## config.mk

```make
export PLATFORM = sky130hd
export DESIGN_NAME = cadu_frame_sync
export DESIGN_NICKNAME = d
export VERILOG_FILES = /design/src/rtl/cadu_frame_sync.sv
export SDC_FILE = /design/constraint.sdc
export NUM_CORES = 1
export LEC_CHECK = 0
export ABC_CLOCK_PERIOD_IN_PS = 6500
export CORE_MARGIN = 4
export CORE_UTILIZATION = 54
export CTS_CLUSTER_SIZE = 12
export DETAILED_ROUTE_END_ITERATION = 7
export GPL_ROUTABILITY_DRIVEN = 0
export PLACE_DENSITY = 0.75
export SYNTH_ARGS = -nofsm -noshare
export SYNTH_HDL_FRONTEND = slang
export SYNTH_SLANG_ARGS = --single-unit
```

## constraint.sdc

```tcl
create_clock -name clk_in -period 6.5 [get_ports clk_in]
set_clock_uncertainty 0.15 [all_clocks]
set_input_delay 1.3 -clock clk_in [delete_from_list [all_inputs] [get_ports clk_in]]
set_output_delay 1.3 -clock clk_in [all_outputs]
set_load 0.05 [all_outputs]
```

## src/rtl/cadu_frame_sync.sv

```systemverilog
// Bit-serial CADU frame synchroniser: ASM search, flywheel lock, MSB-first CVCDU byte packing.
// Optional macro CADU_DERAND_EN enables CCSDS PN derandomisation of payload bytes.
module cadu_frame_sync (
  input  logic       clk_in,
  input  logic       rst_in,
  input  logic       bit_in,
  input  logic       bit_valid_in,
  output logic [7:0] byte_out,
  output logic       byte_valid_out,
  output logic       new_cvcdu_out,
  output logic       locked_out,
  output logic [1:0] asm_miss_out
);

  localparam logic [31:0] ASM         = 32'h1ACFFC1D;
  localparam int unsigned ASM_TOL     = 3;
  localparam int unsigned CVCDU_BYTES = 1020;
  localparam int unsigned MISS_MAX    = 3;

  typedef enum logic [1:0] {SEARCH, PAYLOAD, ASM_CHECK} state_t;

  state_t      r_state;
  // The 31 most recent bits; together with bit_in they form the 32-bit window.
  logic [30:0] r_sreg;
  logic [2:0]  r_bit_cnt;
  logic [4:0]  r_chk_cnt;
  logic [9:0]  r_byte_cnt;
  logic [6:0]  r_byte_sh;
  logic [31:0] w_sreg_next;
  logic [31:0] w_diff;
  logic [5:0]  w_dist;
  logic        w_match;
  logic [7:0]  w_byte;

  assign w_sreg_next = {r_sreg, bit_in};
  assign w_diff      = w_sreg_next ^ ASM;
  assign w_match     = (w_dist <= 6'(ASM_TOL));

  // Hamming distance of the window including the current bit
  always_comb begin
    w_dist = '0;
    for (int i = 0; i < 32; i++) begin
      w_dist = w_dist + 6'(w_diff[i]);
    end
  end

`ifdef CADU_DERAND_EN
  logic [7:0] r_lfsr;

  // Window over h(x)=x^8+x^7+x^5+x^3+1: bit 7 is the oldest output bit, so the
  // register value itself is the PN byte for the current payload byte.
  function automatic logic [7:0] pn_adv8(input logic [7:0] s);
    logic [7:0] v;
    v = s;
    for (int i = 0; i < 8; i++) begin
      v = {v[6:0], v[0] ^ v[2] ^ v[4] ^ v[7]};
    end
    return v;
  endfunction

  assign w_byte = {r_byte_sh, bit_in} ^ r_lfsr;

  always_ff @(posedge clk_in) begin
    if (rst_in) begin
      r_lfsr <= 8'hFF;
    end else if (bit_valid_in) begin
      if ((r_state == SEARCH && w_match) || (r_state == ASM_CHECK && r_chk_cnt == 5'd31)) begin
        r_lfsr <= 8'hFF;
      end else if (r_state == PAYLOAD && r_bit_cnt == 3'd7) begin
        r_lfsr <= pn_adv8(r_lfsr);
      end
    end
  end
`else
  assign w_byte = {r_byte_sh, bit_in};
`endif

  always_ff @(posedge clk_in) begin
    if (rst_in) begin
      r_state        <= SEARCH;
      r_sreg         <= '0;
      r_bit_cnt      <= '0;
      r_chk_cnt      <= '0;
      r_byte_cnt     <= '0;
      r_byte_sh      <= '0;
      byte_out       <= '0;
      byte_valid_out <= 1'b0;
      new_cvcdu_out  <= 1'b0;
      locked_out     <= 1'b0;
      asm_miss_out   <= '0;
    end else begin
      byte_valid_out <= 1'b0;
      new_cvcdu_out  <= 1'b0;
      if (bit_valid_in) begin
        r_sreg <= w_sreg_next[30:0];
        case (r_state)
          SEARCH: begin
            if (w_match) begin
              r_state      <= PAYLOAD;
              locked_out   <= 1'b1;
              r_bit_cnt    <= '0;
              r_chk_cnt    <= '0;
              r_byte_cnt   <= '0;
              asm_miss_out <= '0;
            end
          end
          PAYLOAD: begin
            r_byte_sh <= {r_byte_sh[5:0], bit_in};
            r_bit_cnt <= r_bit_cnt + 3'd1;
            if (r_bit_cnt == 3'd7) begin
              byte_out       <= w_byte;
              byte_valid_out <= 1'b1;
              new_cvcdu_out  <= (r_byte_cnt == 10'd0);
              if (r_byte_cnt == 10'(CVCDU_BYTES - 1)) begin
                r_byte_cnt <= '0;
                r_chk_cnt  <= '0;
                r_state    <= ASM_CHECK;
              end else begin
                r_byte_cnt <= r_byte_cnt + 10'd1;
              end
            end
          end
          ASM_CHECK: begin
            r_chk_cnt <= r_chk_cnt + 5'd1;
            if (r_chk_cnt == 5'd31) begin
              r_bit_cnt <= '0;
              if (w_match) begin
                asm_miss_out <= '0;
                r_state      <= PAYLOAD;
              end else if (asm_miss_out == 2'(MISS_MAX - 1)) begin
                asm_miss_out <= 2'(MISS_MAX);
                locked_out   <= 1'b0;
                r_state      <= SEARCH;
              end else begin
                // Flywheel: keep framing through a corrupted marker
                asm_miss_out <= asm_miss_out + 2'd1;
                r_state      <= PAYLOAD;
              end
            end
          end
          default: r_state <= SEARCH;
        endcase
      end
    end
  end

endmodule

```

After elaboration in Yosys (flattened, before gate mapping)
Cells that the tools add are included.
{"block": "totals", "register_bits": 71, "in_bits": 4, "out_inout_bits": 13, "elab_cells": 107}
{"block": "op_classes", "n_addsub": 35, "order_cmp": 1, "n_eq_ne": 12, "mux": 29, "n_bitwise": 4, "n_reduce_logical": 15}
{"operator": "$add 6x1->6", "count": 26}
{"operator": "$mux 10", "count": 3}
{"operator": "$pmux 10 s2", "count": 1}
{"operator": "$not 19->19", "count": 1}
{"operator": "$mux 2", "count": 8}
{"operator": "$mux 5", "count": 3}
{"operator": "$pmux 5 s3", "count": 1}
{"operator": "$ne 2x2->1 const B", "count": 6}
{"operator": "$reduce_and 4->1", "count": 3}
{"operator": "$add 10x1->10 const B", "count": 1}
{"operator": "$eq 10x10->1 const B", "count": 1}
{"operator": "$logic_not 10->1", "count": 1}
{"operator": "$reduce_and 5->1", "count": 2}
{"operator": "$pmux 3 s3", "count": 1}
{"operator": "$mux 1", "count": 7}
{"operator": "$add 5x1->6", "count": 1}
{"operator": "$le 6x2->1 const B", "count": 1}
{"operator": "$mux 3", "count": 2}
{"operator": "$pmux 2 s3", "count": 1}
{"operator": "$reduce_and 6->1", "count": 1}
{"operator": "$add 4x1->5", "count": 1}
{"operator": "$add 5x1->5 const B", "count": 1}
{"operator": "$eq 5x5->1 const B", "count": 1}
{"operator": "$add 3x1->4", "count": 1}
{"operator": "other kinds (17)", "count": 21}

Longest topological paths before layout
Gate-level depths: netlist of run 1.
{"block": "logic_depth", "depth_word": 36, "ltp_mapped": 19, "depth_no_buf": 19}

Least setup slack after synthesis of run 1
OpenSTA, ideal clock, no wires.
{"block": "synth_path", "kind": "in2reg", "startpoint": "in bit_in", "endpoint": "reg r_byte_cnt[1]", "setup_time_ps": 121, "t_arrival_ps": 5926, "required_time_ps": 6229, "setup_slack_ps": 303, "stages": 18, "path_buffers": 0, "cell_sequence": "inv_1 fa_1 inv_1 fa_1 inv_1 fa_1 inv_1 fa_1 fa_1 fa_1 inv_1 ha_1 fa_1 nor2b_1 nor3_4 a21boi_1 nor2_4 mux2_2"}
{"block": "synth_via", "elab_chain_len": 35}
{"element": "from (decl)", "line": "6", "text": "input logic bit_in,"}
{"element": "$not 19->19 (no source line)"}
{"element": "$add 1x1->2", "line": "43", "text": "w_dist = w_dist + 6'(w_diff[i]);"}
{"element": "$add 2x1->3", "line": "43"}
{"element": "$add 3x1->4", "line": "43"}
{"element": "$add 4x1->5", "line": "43"}
{"element": "$add 5x1->6", "line": "43"}
{"element": "$add 6x1->6 (26 in a row)", "line": "43"}
{"element": "$le 6x2->1", "line": "37", "text": "assign w_match = (w_dist <= 6'(ASM_TOL));"}
{"element": "$ne 2x2->1 (no source line)"}
{"element": "$reduce_and 4->1 (no source line)"}
{"element": "to (signal assigned)", "line": "119", "text": "r_byte_cnt <= r_byte_cnt + 10'd1;"}
{"element": "to (decl)", "line": "27", "text": "logic [9:0] r_byte_cnt;"}
No other way between the ends.
A chain may end at the register's enable or synchronous reset.

Worst setup path after layout of run 1
{"block": "layout_path", "startpoint": "in bit_in", "endpoint": "reg r_state[0]"}
{"block": "layout_via", "elab_chain_len": 36, "word_cells_on_any_way": 38, "classes_between": "31 x add/sub; 1 x order compare; 1 x eq/ne; 3 x mux; 1 x bitwise; 1 x reduce/logical"}
{"element": "$not 19->19 (no source line) (*)"}
{"element": "$add 1x1->2 (*)", "line": "43"}
{"element": "$add 2x1->3 (*)", "line": "43"}
{"element": "$add 3x1->4 (*)", "line": "43"}
{"element": "$add 4x1->5 (*)", "line": "43"}
{"element": "$add 5x1->6 (*)", "line": "43"}
{"element": "$add 6x1->6 (*) (26 in a row)", "line": "43"}
{"element": "$le 6x2->1 (*)", "line": "37"}
{"element": "$mux 1", "line": "127", "text": "if (w_match) begin"}
{"element": "$mux 2", "line": "125", "text": "if (r_chk_cnt == 5'd31) begin"}
{"element": "$pmux 2 s3", "line": "96", "text": "case (r_state)"}
{"element": "to (signal assigned)", "line": "99", "text": "r_state <= PAYLOAD;"}
{"element": "to (signal assigned)", "line": "129", "text": "r_state <= PAYLOAD;"}
{"element": "to (signal assigned)", "line": "133", "text": "r_state <= SEARCH;"}
{"element": "to (decl)", "line": "22", "text": "state_t r_state;"}
Mark *: on every way between the ends. The rest lies on a longest branch, timed or not. The select of a mux whose other input is x is not followed.

==> results of run 1 <==
## cell families after synthesis
kind of cell | share of synthesized area (%)
fa+ha+maj | 17.4
flops | 37.8
simple gates | 17.1
compound gates | 11.6
mux | 8.55
buf+inv | 7.49
## critical path, delay by kind of cell
family / cells / cell delay (ns)
AOI/OAI and AO/OA: 2 / 0.18
buffers and inverters: 7 / 0.53
and+or+nand+nor: 3 / 0.79
adders and majority gates: 8 / 3.45
## state kept, by name, indices dropped and copies added (netlist names)
signal,cells
asm_miss_out,2
byte_out,8
byte_valid_out,1
locked_out,1
new_cvcdu_out,1
r_bit_cnt,3
r_byte_cnt,10
r_byte_sh,7
r_chk_cnt,5
r_sreg,31
r_state,2
## layout make-up
cell class	instances	area, sq um
clock buffer	9	124
timing repair buffer	25	224
inverter	55	206
multi-input combinational	281	2080
fill	564	2470
clock inverter	7	145
tap	96	120
sequential	71	1420
## timing repair
action | 4_1_cts | 5_1_grt
gates resized for setup | 0 | 8
setup endpoints to repair | 0 | 22
setup buffers | 0 | 0
## through the flow
step                cells  instance area, sq um  setup slack [ns]  TNS (ns)  hold slack [ns]
floorplan             426                  3760             0.303         0            0.282
global placement      528                  4020            -0.250     -3.86            0.293
detailed placement    528                  4020            -0.305     -4.99            0.298
CTS                   544                  4290            0.0449         0            0.308
global route          544                  4320             0.155         0            0.341
finish                544                  4320             0.385         0            0.303
## cells in the final DEF (no fill, tap or decap), drive strengths merged, types with 2 or more instances in the layout
| cell type | synthesis | layout |
|---|---|---|
| nand3 | 7 | 7 |
| inv | 55 | 55 |
| clkbuf | 12 | 9 |
| nor2 | 49 | 49 |
| buf | 7 | 11 |
| and2 | 2 | 2 |
| nor3 | 5 | 5 |
| nand2b | 3 | 3 |
| nand4b | 2 | 2 |
| fa | 24 | 24 |
| o31ai | 2 | 2 |
| a31oi | 3 | 3 |
| or3 | 7 | 7 |
| nor4 | 3 | 3 |
| clkdlybuf4s50 | 0 | 13 |
| and3 | 3 | 3 |
| nand2 | 48 | 48 |
| bufinv | 0 | 4 |
| a211oi | 3 | 3 |
| dfxtp | 71 | 71 |
| clkinv | 0 | 2 |
| a21oi | 32 | 32 |
| ha | 14 | 14 |
| nand4 | 2 | 2 |
| o21ai | 17 | 17 |
| mux2i | 31 | 31 |
| nor3b | 2 | 2 |
| a311oi | 7 | 7 |
| nor2b | 3 | 3 |
## Yosys cell counts, drive strengths merged (2+ instances only)
cell type,count
a211oi,3
a21oi,32
a311oi,7
a31oi,3
and2,2
and3,3
buf,7
clkbuf,12
dfxtp,71
fa,24
ha,14
inv,55
mux2i,31
nand2,48
nand2b,3
nand3,7
nand4,2
nand4b,2
nor2,49
nor2b,3
nor3,5
nor3b,2
nor4,3
o21ai,17
o31ai,2
or3,7
## metal layers
layer / wire length, um / global-route usage [%] / up-vias
li1: - / - / 1442
met1: 3240 / 23.4 / 1344
met2: 3540 / 31.0 / 50
met3: 255 / 4.81 / 9
met4: 85 / 6.03 / 0
met5: 0 / 0 / -
## where the power goes
group	total (uW)	internal (uW)	switching (uW)	leakage (uW)
combinational	107	43.1	64.0	0.000956
clock	464	295	169	0.000130
sequential	441	437	3.83	0.000572
total	1010	775	237	0.00166
## how the worst max path moves through the flow
stage                                             to  slack, ns
after floorplan           r_byte_cnt[1]$_SDFFE_PP0P_       0.30
after global placement       r_state[0]$_SDFFE_PP0P_      -0.25
after detailed placement   r_bit_cnt[2]$_SDFFE_PP0P_      -0.31
after CTS                  r_bit_cnt[2]$_SDFFE_PP0P_       0.04
after global routing         r_state[0]$_SDFFE_PP0P_       0.16
final                        r_state[0]$_SDFFE_PP0P_       0.38
==> out/results.txt, run 1 <==
Status: finished, final reports clean
Routed WL: 7.12 mm
Cell repeated most along the worst path: fa_1
Mapped Cells: 426
Clk buf depth: 2
Hold path cells: 2
Synth unique cells: 44
Die Wd: 91.4 um
TritonCTS clock tree: yes
R2R setup slack: 1.10 ns
CP Cell Sequence: dlymetal6s2s_1 -> inv_1 -> fa_1 -> inv_1 -> fa_1 -> inv_1 -> fa_1 -> inv_1 -> fa_1 -> fa_1 -> fa_1 -> inv_1 -> ha_1 -> fa_2 -> nor2b_2 -> nor3_4 -> buf_6 -> a211oi_2 -> or3_1 -> a21oi_2
H-tree lvl count: 3
Static leakage: 0.00166 uW
Hold buffer count at CTS: 0
Post-Syn Area: 0.00376 sq mm
Max Cap Viol: 0
Synth area leaders: dfxtp_1, fa_1, mux2i_1
Final setup vio count: 0
Layout cell share with drive strength beyond 1: 8.71%
Critical path peak fanout: 3
Antenna violations before repair: 0
Mapped Nets: 468
Arrival @ worst endpoint: 6.24 ns
Ys async rst share: 0%
Die area: 0.00836 sq mm
Global-route wire length before repair: 12.8 mm
F_max: 164 MHz
Worst r2r src: r_sreg[8]$_SDFFE_PP0P_
Pre-antenna DRT Iters: 4
Top_reg_cell synth: dfxtp_1
Slew headroom: 49.6%
Largest net degree at the start of global routing: 74
Clock Latency Late Sink: 0.35 ns
Initial Util: 55.3%
Boundary pin count: 17
CP Data Required Time: 6.63 ns
Clk root buf: clkbuf_8
Final net count: 485
Slew Limit Fails: 0
WS Path Type: input pin to flop
Yosys top cell by area: dfxtp_1
Clock transition at path regs: 0.07 ns
TritonCTS Sinks: 71
Row count: 30
Number of diodes: 0
Final Power: 1010 uW
Synth-to-Final Area Change: 14.9%
WL/cell: 13.1 um
Fin crit share: 94.1%
YS warnings: 0
Unrepaired setup endpoints after global routing: false
Via Count: 2845
Remaining DRCs: 0
Worst Tran Pin Value: 0.753 ns
Post-synth EDFFs: 0
Register area share after synthesis: 37.8%
CP max stage cell: fa_1
Die Y: 91.4 um
Post-route minimum period: 6.12 ns
Core footprint: 0.00679 sq mm
Final Hold Fails: 0
Crit. Startpoint: bit_in
CP max stage delay: 0.53 ns
Crit path launch type: input pin
Detailed Place HPWL: 5.15 mm
Hold WC Path Type: flop to flop
Post-synthesis area per instance: 8.83 sq um
VDD IR max: 147 uV
CTS buffer count: 9
Drt first-iter violations: 135
Vias in the first global route: 2851
Vias per Instance: 5.23
Port buffer count: 16
Setup crit end kind: flop
Hold Path Sink: byte_out[6]$_SDFFE_PP0P_
Pwr per Cell Area: 234 mW/mm^2
DRT antenna net count: 0
Path depth of the worst reg2reg path: 18
RR Endpoint: r_state[0]$_SDFFE_PP0P_
Min-Delay Startpoint: byte_out[6]$_SDFFE_PP0P_
Fin util: 63.6%
Total global routing track utilization: 18.6%
Yosys top cell area share: 37.8%
Synthesis-stage register bit count: 71
GRT Residual Overflow: 0
Note: power is estimated with default switching activity, not from simulation.
==> run 2, diff against run 1 <==
Settings changed: CAP_MARGIN set to 25.
==> results of run 2 <==
Same layout as run 1: the final DEF is identical, and so are final timing and power.
